**src/rtl/vga_sync_decoder_if.sv**
```systemverilog
// Sync/colour inputs and recovered pixel outputs of the VGA sync decoder.
interface vga_sync_decoder_if;
    logic        h_sync;
    logic        v_sync;
    logic [3:0]  red_in;
    logic [3:0]  green_in;
    logic [3:0]  blue_in;
    logic [10:0] pxl_x;
    logic [10:0] pxl_y;
    logic        en;
    logic [3:0]  red;
    logic [3:0]  green;
    logic [3:0]  blue;
    logic        frame_start;
    logic        locked;
    logic        line_err;

    modport master (
        output h_sync, v_sync, red_in, green_in, blue_in,
        input  pxl_x, pxl_y, en, red, green, blue, frame_start, locked, line_err
    );

    modport slave (
        input  h_sync, v_sync, red_in, green_in, blue_in,
        output pxl_x, pxl_y, en, red, green, blue, frame_start, locked, line_err
    );
endinterface

```
**src/rtl/vga_sync_decoder.sv**
```systemverilog
// Recovers pixel position, active-video enable and timing lock from raw VGA syncs.
// Latency: 2 clk_25 from input port to every output; no backpressure, one pixel per clock.
module vga_sync_decoder #(
    parameter int WIDTH       = 640,
    parameter int HEIGHT      = 480,
    parameter int H_TOTAL     = 800,
    parameter int V_TOTAL     = 525,
    parameter int H_START     = 144,
    parameter int V_START     = 35,
    parameter int SYNC_POL    = 0,
    parameter int LOCK_FRAMES = 2
) (
    input  logic              clk_25,
    input  logic              reset,
    vga_sync_decoder_if.slave vga
);

    localparam int GW = (LOCK_FRAMES < 2) ? 1 : $clog2(LOCK_FRAMES + 1);

    localparam logic          L_ON      = (SYNC_POL != 0);
    localparam logic          L_OFF     = !L_ON;
    localparam logic [10:0]   L_H_START = 11'(H_START);
    localparam logic [10:0]   L_H_END   = 11'(H_START + WIDTH);
    localparam logic [10:0]   L_V_START = 11'(V_START);
    localparam logic [10:0]   L_V_END   = 11'(V_START + HEIGHT);
    localparam logic [11:0]   L_H_TOTAL = 12'(H_TOTAL);
    localparam logic [11:0]   L_V_TOTAL = 12'(V_TOTAL);
    localparam logic [GW-1:0] L_LOCK    = GW'(LOCK_FRAMES);
    localparam logic [10:0]   L_SAT     = 11'h7FF;

    localparam logic [1:0] ST_SEARCH  = 2'd0;
    localparam logic [1:0] ST_MEASURE = 2'd1;
    localparam logic [1:0] ST_LOCKED  = 2'd2;

    logic          r_hs, r_vs, r_hs_q, r_vs_q;
    logic [3:0]    r_red_s, r_grn_s, r_blu_s;
    logic [10:0]   r_h_cnt, r_v_cnt;
    logic [1:0]    r_state;
    logic [GW-1:0] r_good_cnt;
    logic          r_frame_err;
    logic          r_h_seen;

    logic [10:0]   r_pxl_x, r_pxl_y;
    logic          r_en, r_fs, r_lerr;
    logic [3:0]    r_red, r_grn, r_blu;

    logic          w_hs_edge, w_vs_edge;
    logic [10:0]   w_h_inc, w_v_inc, w_h_pos, w_v_pos;
    logic          w_h_sat, w_line_err, w_lines_ok;
    logic [GW-1:0] w_good_inc;
    logic [1:0]    w_state_nxt;
    logic [GW-1:0] w_good_nxt;
    logic          w_ferr_nxt, w_seen_nxt;
    logic          w_en;

    // Sample stage plus one-deep history for edge detection.
    always_ff @(posedge clk_25 or posedge reset) begin
        if (reset) begin
            r_hs    <= L_OFF;
            r_vs    <= L_OFF;
            r_hs_q  <= L_OFF;
            r_vs_q  <= L_OFF;
            r_red_s <= '0;
            r_grn_s <= '0;
            r_blu_s <= '0;
        end else begin
            r_hs    <= vga.h_sync;
            r_vs    <= vga.v_sync;
            r_hs_q  <= r_hs;
            r_vs_q  <= r_vs;
            r_red_s <= vga.red_in;
            r_grn_s <= vga.green_in;
            r_blu_s <= vga.blue_in;
        end
    end

    assign w_hs_edge = (r_hs == L_ON) && (r_hs_q != L_ON);
    assign w_vs_edge = (r_vs == L_ON) && (r_vs_q != L_ON);

    // w_h_pos/w_v_pos are the position of the sample currently in the sample stage.
    assign w_h_inc    = (r_h_cnt == L_SAT) ? r_h_cnt : r_h_cnt + 11'd1;
    assign w_v_inc    = (r_v_cnt == L_SAT) ? r_v_cnt : r_v_cnt + 11'd1;
    assign w_h_pos    = w_hs_edge ? 11'd0 : w_h_inc;
    assign w_v_pos    = w_vs_edge ? 11'd0 : (w_hs_edge ? w_v_inc : r_v_cnt);
    assign w_h_sat    = (w_h_pos == L_SAT);
    assign w_line_err = w_hs_edge && r_h_seen && (({1'b0, r_h_cnt} + 12'd1) != L_H_TOTAL);
    assign w_lines_ok = (({1'b0, r_v_cnt} + 12'd1) == L_V_TOTAL);
    assign w_good_inc = r_good_cnt + GW'(1);

    always_comb begin
        w_state_nxt = r_state;
        w_good_nxt  = r_good_cnt;
        w_ferr_nxt  = r_frame_err | w_line_err;
        w_seen_nxt  = r_h_seen | w_hs_edge;
        if (w_vs_edge) begin
            w_ferr_nxt = 1'b0;
        end
        case (r_state)
            ST_SEARCH: begin
                if (w_vs_edge) begin
                    w_state_nxt = ST_MEASURE;
                    w_good_nxt  = '0;
                end
            end
            ST_MEASURE: begin
                if (w_vs_edge) begin
                    if (w_lines_ok && !r_frame_err && !w_line_err) begin
                        w_good_nxt = w_good_inc;
                        if (w_good_inc == L_LOCK) begin
                            w_state_nxt = ST_LOCKED;
                        end
                    end else begin
                        w_good_nxt = '0;
                    end
                end
            end
            ST_LOCKED: begin
                if (w_line_err || (w_vs_edge && !w_lines_ok) || w_h_sat) begin
                    w_state_nxt = ST_SEARCH;
                    w_seen_nxt  = 1'b0;
                end
            end
            default: begin
                w_state_nxt = ST_SEARCH;
                w_seen_nxt  = 1'b0;
            end
        endcase
    end

    always_ff @(posedge clk_25 or posedge reset) begin
        if (reset) begin
            r_h_cnt     <= '0;
            r_v_cnt     <= '0;
            r_state     <= ST_SEARCH;
            r_good_cnt  <= '0;
            r_frame_err <= 1'b0;
            r_h_seen    <= 1'b0;
        end else begin
            r_h_cnt     <= w_h_pos;
            r_v_cnt     <= w_v_pos;
            r_state     <= w_state_nxt;
            r_good_cnt  <= w_good_nxt;
            r_frame_err <= w_ferr_nxt;
            r_h_seen    <= w_seen_nxt;
        end
    end

    // Gating on the next state blanks video in the same cycle lock is lost.
    assign w_en = (w_state_nxt == ST_LOCKED)
               && (w_h_pos >= L_H_START) && (w_h_pos < L_H_END)
               && (w_v_pos >= L_V_START) && (w_v_pos < L_V_END);

    always_ff @(posedge clk_25 or posedge reset) begin
        if (reset) begin
            r_en    <= 1'b0;
            r_pxl_x <= '0;
            r_pxl_y <= '0;
            r_red   <= '0;
            r_grn   <= '0;
            r_blu   <= '0;
            r_fs    <= 1'b0;
            r_lerr  <= 1'b0;
        end else begin
            r_en    <= w_en;
            r_pxl_x <= w_en ? (w_h_pos - L_H_START) : 11'd0;
            r_pxl_y <= w_en ? (w_v_pos - L_V_START) : 11'd0;
            r_red   <= w_en ? r_red_s : 4'd0;
            r_grn   <= w_en ? r_grn_s : 4'd0;
            r_blu   <= w_en ? r_blu_s : 4'd0;
            r_fs    <= w_en && (w_h_pos == L_H_START) && (w_v_pos == L_V_START);
            r_lerr  <= w_line_err;
        end
    end

    assign vga.en          = r_en;
    assign vga.pxl_x       = r_pxl_x;
    assign vga.pxl_y       = r_pxl_y;
    assign vga.red         = r_red;
    assign vga.green       = r_grn;
    assign vga.blue        = r_blu;
    assign vga.frame_start = r_fs;
    assign vga.line_err    = r_lerr;
    assign vga.locked      = (r_state == ST_LOCKED);

endmodule

```
**src/flat_wrapper.sv**
```systemverilog
// flat-port wrapper written by rule: the top's interface ports become plain ports
module vga_sync_decoder_flat 
#(
    parameter int WIDTH       = 640,
    parameter int HEIGHT      = 480,
    parameter int H_TOTAL     = 800,
    parameter int V_TOTAL     = 525,
    parameter int H_START     = 144,
    parameter int V_START     = 35,
    parameter int SYNC_POL    = 0,
    parameter int LOCK_FRAMES = 2
)
  (clk_25, reset, vga_h_sync, vga_v_sync, vga_red_in, vga_green_in, vga_blue_in, vga_pxl_x, vga_pxl_y, vga_en, vga_red, vga_green, vga_blue, vga_frame_start, vga_locked, vga_line_err);
  vga_sync_decoder_if vga_i ();
  input  logic clk_25;
  input  logic reset;
  input wire logic [$bits(vga_i.h_sync)-1:0] vga_h_sync;
  input wire logic [$bits(vga_i.v_sync)-1:0] vga_v_sync;
  input wire logic [$bits(vga_i.red_in)-1:0] vga_red_in;
  input wire logic [$bits(vga_i.green_in)-1:0] vga_green_in;
  input wire logic [$bits(vga_i.blue_in)-1:0] vga_blue_in;
  output wire logic [$bits(vga_i.pxl_x)-1:0] vga_pxl_x;
  output wire logic [$bits(vga_i.pxl_y)-1:0] vga_pxl_y;
  output wire logic [$bits(vga_i.en)-1:0] vga_en;
  output wire logic [$bits(vga_i.red)-1:0] vga_red;
  output wire logic [$bits(vga_i.green)-1:0] vga_green;
  output wire logic [$bits(vga_i.blue)-1:0] vga_blue;
  output wire logic [$bits(vga_i.frame_start)-1:0] vga_frame_start;
  output wire logic [$bits(vga_i.locked)-1:0] vga_locked;
  output wire logic [$bits(vga_i.line_err)-1:0] vga_line_err;
  assign vga_i.h_sync = vga_h_sync;
  assign vga_i.v_sync = vga_v_sync;
  assign vga_i.red_in = vga_red_in;
  assign vga_i.green_in = vga_green_in;
  assign vga_i.blue_in = vga_blue_in;
  assign vga_pxl_x = vga_i.pxl_x;
  assign vga_pxl_y = vga_i.pxl_y;
  assign vga_en = vga_i.en;
  assign vga_red = vga_i.red;
  assign vga_green = vga_i.green;
  assign vga_blue = vga_i.blue;
  assign vga_frame_start = vga_i.frame_start;
  assign vga_locked = vga_i.locked;
  assign vga_line_err = vga_i.line_err;
  vga_sync_decoder #(.WIDTH(WIDTH), .HEIGHT(HEIGHT), .H_TOTAL(H_TOTAL), .V_TOTAL(V_TOTAL), .H_START(H_START), .V_START(V_START), .SYNC_POL(SYNC_POL), .LOCK_FRAMES(LOCK_FRAMES)) u_core (.clk_25(clk_25), .reset(reset), .vga(vga_i));
endmodule
```
**config.mk**
```make
export PLATFORM = sky130hd
export DESIGN_NAME = vga_sync_decoder_flat
export DESIGN_NICKNAME = d
export VERILOG_FILES = /design/src/rtl/vga_sync_decoder_if.sv /design/src/rtl/vga_sync_decoder.sv /design/src/flat_wrapper.sv
export SDC_FILE = /design/constraint.sdc
export NUM_CORES = 1
export LEC_CHECK = 0
export BUFFER_PORTS_ARGS = -buffer_cell sky130_fd_sc_hd__buf_2
export CAP_MARGIN = 20
export CORE_MARGIN = 4
export CORE_UTILIZATION = 41
export CTS_CLUSTER_DIAMETER = 50
export DETAILED_ROUTE_END_ITERATION = 10
export GPL_TIMING_DRIVEN = 1
export HOLD_SLACK_MARGIN = 0.03
export PLACE_DENSITY = 0.7
export REMOVE_ABC_BUFFERS = 1
export SETUP_SLACK_MARGIN = 0.1
export SLEW_MARGIN = 20
export SYNTH_ARGS = -nofsm -noshare
export SYNTH_HDL_FRONTEND = slang
export SYNTH_SLANG_ARGS = --single-unit
```
**constraint.sdc**
```tcl
create_clock -name clk_25 -period 3.5 [get_ports clk_25]
set_input_delay 0.7 -clock clk_25 [delete_from_list [all_inputs] [get_ports clk_25]]
set_output_delay 0.7 -clock clk_25 [all_outputs]
set_load 0.1 [all_outputs]
```
==> out/qor.txt <==
status - finished clean
gr usage total - 17.4%
worst slew pin tran - 0.739 ns
CTS H-Tree Depth - 3
crit-path max FO - 21
die width - 110 µm
WL per Instance - 16.8 µm
synthesized area per cell - 10.5 µm²
Critical Path RT - 3.73 ns
Pwr Total - 2.07 mW
net switching power - 0.578 mW
first-pass GRT wire length - 16200 µm
TritonCTS Buffers - 9
antenna viol nets, final - 0
Die ar. - 12000 µm²
clk_lat worst skew - 0.36 ns
Detailed Place HPWL - 7130 µm
PnR worst setup slack - 0.312 ns
EDFF count, synth - 0
ant diodes - 0
dpl ws - 0.158 ns
Pins Over Slew Limit - 0
area delta synth->final - 17.0%
multi-input logic area - 1980 µm²
startpoint types - flip-flop
grt total ovfl - 0
crit path kind - flip-flop to flip-flop
leakage - 2.18 nW
pwr/cell area - 417 nW/µm²
iteration count of the initial detailed-routing pass - 5
final wirelength - 10000 µm
DR vias/cell - 5.68
initial antenna violation count - 0
Comb power frac - 12.6%
met1 wire length - 4600 µm
1st-iter DRT viols - 239
crit end category - flip-flop
Clock transition at path regs - 0.10 ns
# nets final - 482
Ports - 54
# clock sinks - 81
final setup fails - 0
FF/Latch Area - 2030 µm²
post-CTS setup buffer count - 0
Clock power frac - 38.5%
slew margin rel. - 50.1%
met2 wire len - 4560 µm
IO buf count - 53
layout cells sized above 1 - 30.2%
synth warn - 0
top sig layer - met4
Clock Tree Buf Depth - 2
largest net degree at the start of global routing - 68
Mapped Area - 4230 µm²
Post-Syn Instances - 404
routed wl met3 - 692 µm
Int Pwr - 1.49 mW
Layout fillers - 946
number of global-route vias before repair - 3233
worst vdd ir - 0.241 mV
arrival time at the worst endpoint - 3.42 ns
GPL Wtd Cong - 0.961
FF+latch count, synth - 81
Tmin final - 3.19 ns
starting density of the core - 42.7%
ys async rst share - 100%
CTS tree - built
clk_skew - 0.0140 ns
predominant post-synthesis flop cell - dfrtp_1
distinct cell type count after synthesis - 70
final-report hold violation count - 0
sequential share of the synthesized area - 48.0%
period utilization - 91.1%
Min-Delay Path Class - flip-flop to flip-flop
post-layout util - 49.9%
DRC Markers - 0
die outline height - 110 µm
reg-to-reg slack, setup - 0.31 ns
Core Region - 9910 µm²
row count - 36
Seq pwr share - 49.0%
vias - 3383
RSZ-0062 raised after global routing - false
fmax - 314 MHz
Max Cap Violations - 0
Root Driver - clkbuf_8
post-route setup TNS - 0 ns
sw frac - 28.0%
-- timing repair --
item	4_1_cts	5_1_grt
endpoints found under the setup margin	2	37
pin swaps	0	1
gates resized for setup	1	8
hold buffers	0	0
-- logic make-up (layout without fill, tap and decap cells) --
| group | count (synthesis) | after routing | share of synthesized area, % |
|---|---|---|---|
| AOI/OAI and AO/OA | 87 | 87 | 14.7 |
| xor gates and xnor gates | 20 | 20 | 4.14 |
| adders and majority gates | 8 | 8 | 2.37 |
| buffers and inverters | 51 | 110 | 5.71 |
| DFF | 81 | 81 | 48.0 |
| muxes | 3 | 3 | 0.739 |
| and+or+nand+nor | 154 | 154 | 24.3 |
-- stage by stage --
step	area, µm²	hold WS [ns]	cells
2_1_floorplan	4070	0.358	374
3_3_place_gp	4690	0.363	580
3_5_place_dp	4690	0.367	580
4_1_cts	4920	0.380	596
5_1_grt	4950	0.388	596
6_report	4950	0.377	596
-- path summary, 6_finish.rpt --
path | endpoint | depth (start not counted) | startpoint
worst max-delay path | u_core.vga.blue[0]$_DFF_PP0_ | 12 | u_core.r_h_cnt[1]$_DFF_PP0_
worst min-delay path | u_core.r_vs_q$_DFF_PP1_ | 0 | u_core.r_vs$_DFF_PP1_
worst max register to register | u_core.vga.blue[0]$_DFF_PP0_ | 12 | u_core.r_h_cnt[1]$_DFF_PP0_
worst min register to register | u_core.r_vs_q$_DFF_PP1_ | 0 | u_core.r_vs$_DFF_PP1_
max in group asynchronous | u_core.vga.pxl_x[7]$_DFF_PP0_ | 3 | reset
min in group asynchronous | u_core.r_blu_s[2]$_DFF_PP0_ | 2 | reset
-- power by group through the flow --
stage / registers (mW) / logic (mW) / clock network, mW
floorplan: 1.03 / 0.156 / 0
global placement: 1.02 / 0.248 / 0
detailed placement: 1.03 / 0.251 / 0
CTS: 1.01 / 0.253 / 0.810
global route: 1.02 / 0.291 / 0.854
finish: 1.01 / 0.259 / 0.795
-- state kept, by name, summed over array words and instances, names as in the netlist --
name,flops
u_core.r_blu_s,4
u_core.r_good_cnt,2
u_core.r_hs,1
u_core.vga.en,1
u_core.r_h_seen,1
u_core.r_h_cnt,11
u_core.vga.pxl_y,11
u_core.r_v_cnt,11
u_core.vga.line_err,1
u_core.vga.green,4
u_core.r_state,2
u_core.r_vs,1
u_core.r_frame_err,1
u_core.r_hs_q,1
u_core.vga.blue,4
u_core.r_vs_q,1
u_core.r_grn_s,4
u_core.vga.frame_start,1
u_core.vga.red,4
u_core.vga.pxl_x,11
u_core.r_red_s,4
-- worst max-delay path, stage by stage (launching register included) --
cell	delay, ns
dfrtp_2	0.42
ha_2	0.24
nand2_1	0.13
or4_1	0.55
a21oi_2	0.19
ha_1	0.17
nand3_1	0.07
a211oi_1	0.25
nand3_1	0.13
o311ai_1	0.37
o22a_2	0.26
buf_12	0.19
nor3b_1	0.07
-- metal layers --
| metal | GRT usage, % | up-vias |
|---|---|---|
| li1 | - | 1576 |
| met1 | 25.0 | 1662 |
| met2 | 25.5 | 130 |
| met3 | 3.99 | 15 |
| met4 | 6.41 | 0 |
| met5 | 0 | - |
-- final cells by class --
type                    count  area share [%]
flip-flops and latches     81            41.1
multi-input cells         272            40.1
repair buffers             73            9.15
well taps                 133            3.36
clock buffers               9            2.50
clock inverters             7            2.12
inverters                  21            1.69
-- synth_stat cells (4+ instances only) --
cell type   n  area, µm²
dfrtp_1    77       1930
nand2_1    23       86.3
nor2_1     21       78.8
inv_1      20       75.1
clkbuf_1   16       60.1
nor3_2     16        160
o21ai_0    16       80.1
a21oi_1    15       75.1
xnor2_1    15        131
nand3_1    14       70.1
nor3b_2    11        138
nor3_1     10       50.1
a31oi_1     9       56.3
ha_1        8        100
a211oi_1    7       52.6
nor3b_1     7       52.6
and2_1      6       37.5
and3_1      6       37.5
nand4_1     6       37.5
buf_2       5       25.0
nand2b_1    5       31.3
nor4_1      5       31.3
xor2_1      5       43.8
a41oi_1     4       35.0
buf_6       4       45.0
dfstp_2     4        105
nor2b_1     4       25.0
-- cells in the final DEF, fill, tap and decap left out, drive strengths merged, types with 3 or more instances in the layout --
cell and n:
a21oi 15, ha 8, o211ai 3, a2111oi 4, nor2b 4, nand2b 5
clkbuf 9, dfstp 4, a41oi 4, dfrtp 77, nand4 7, or3 4
xor2 5, nand2 23, nor2 21, nand3 15, a211o 3, inv 24
and2 6, and3 6, or4b 3, a31oi 9, o311ai 3, a211oi 8
xnor2 15, nor3b 18, buf 73, nor3 26, nor4 7, o21ai 16
Note: power is estimated with default switching activity, not from simulation.
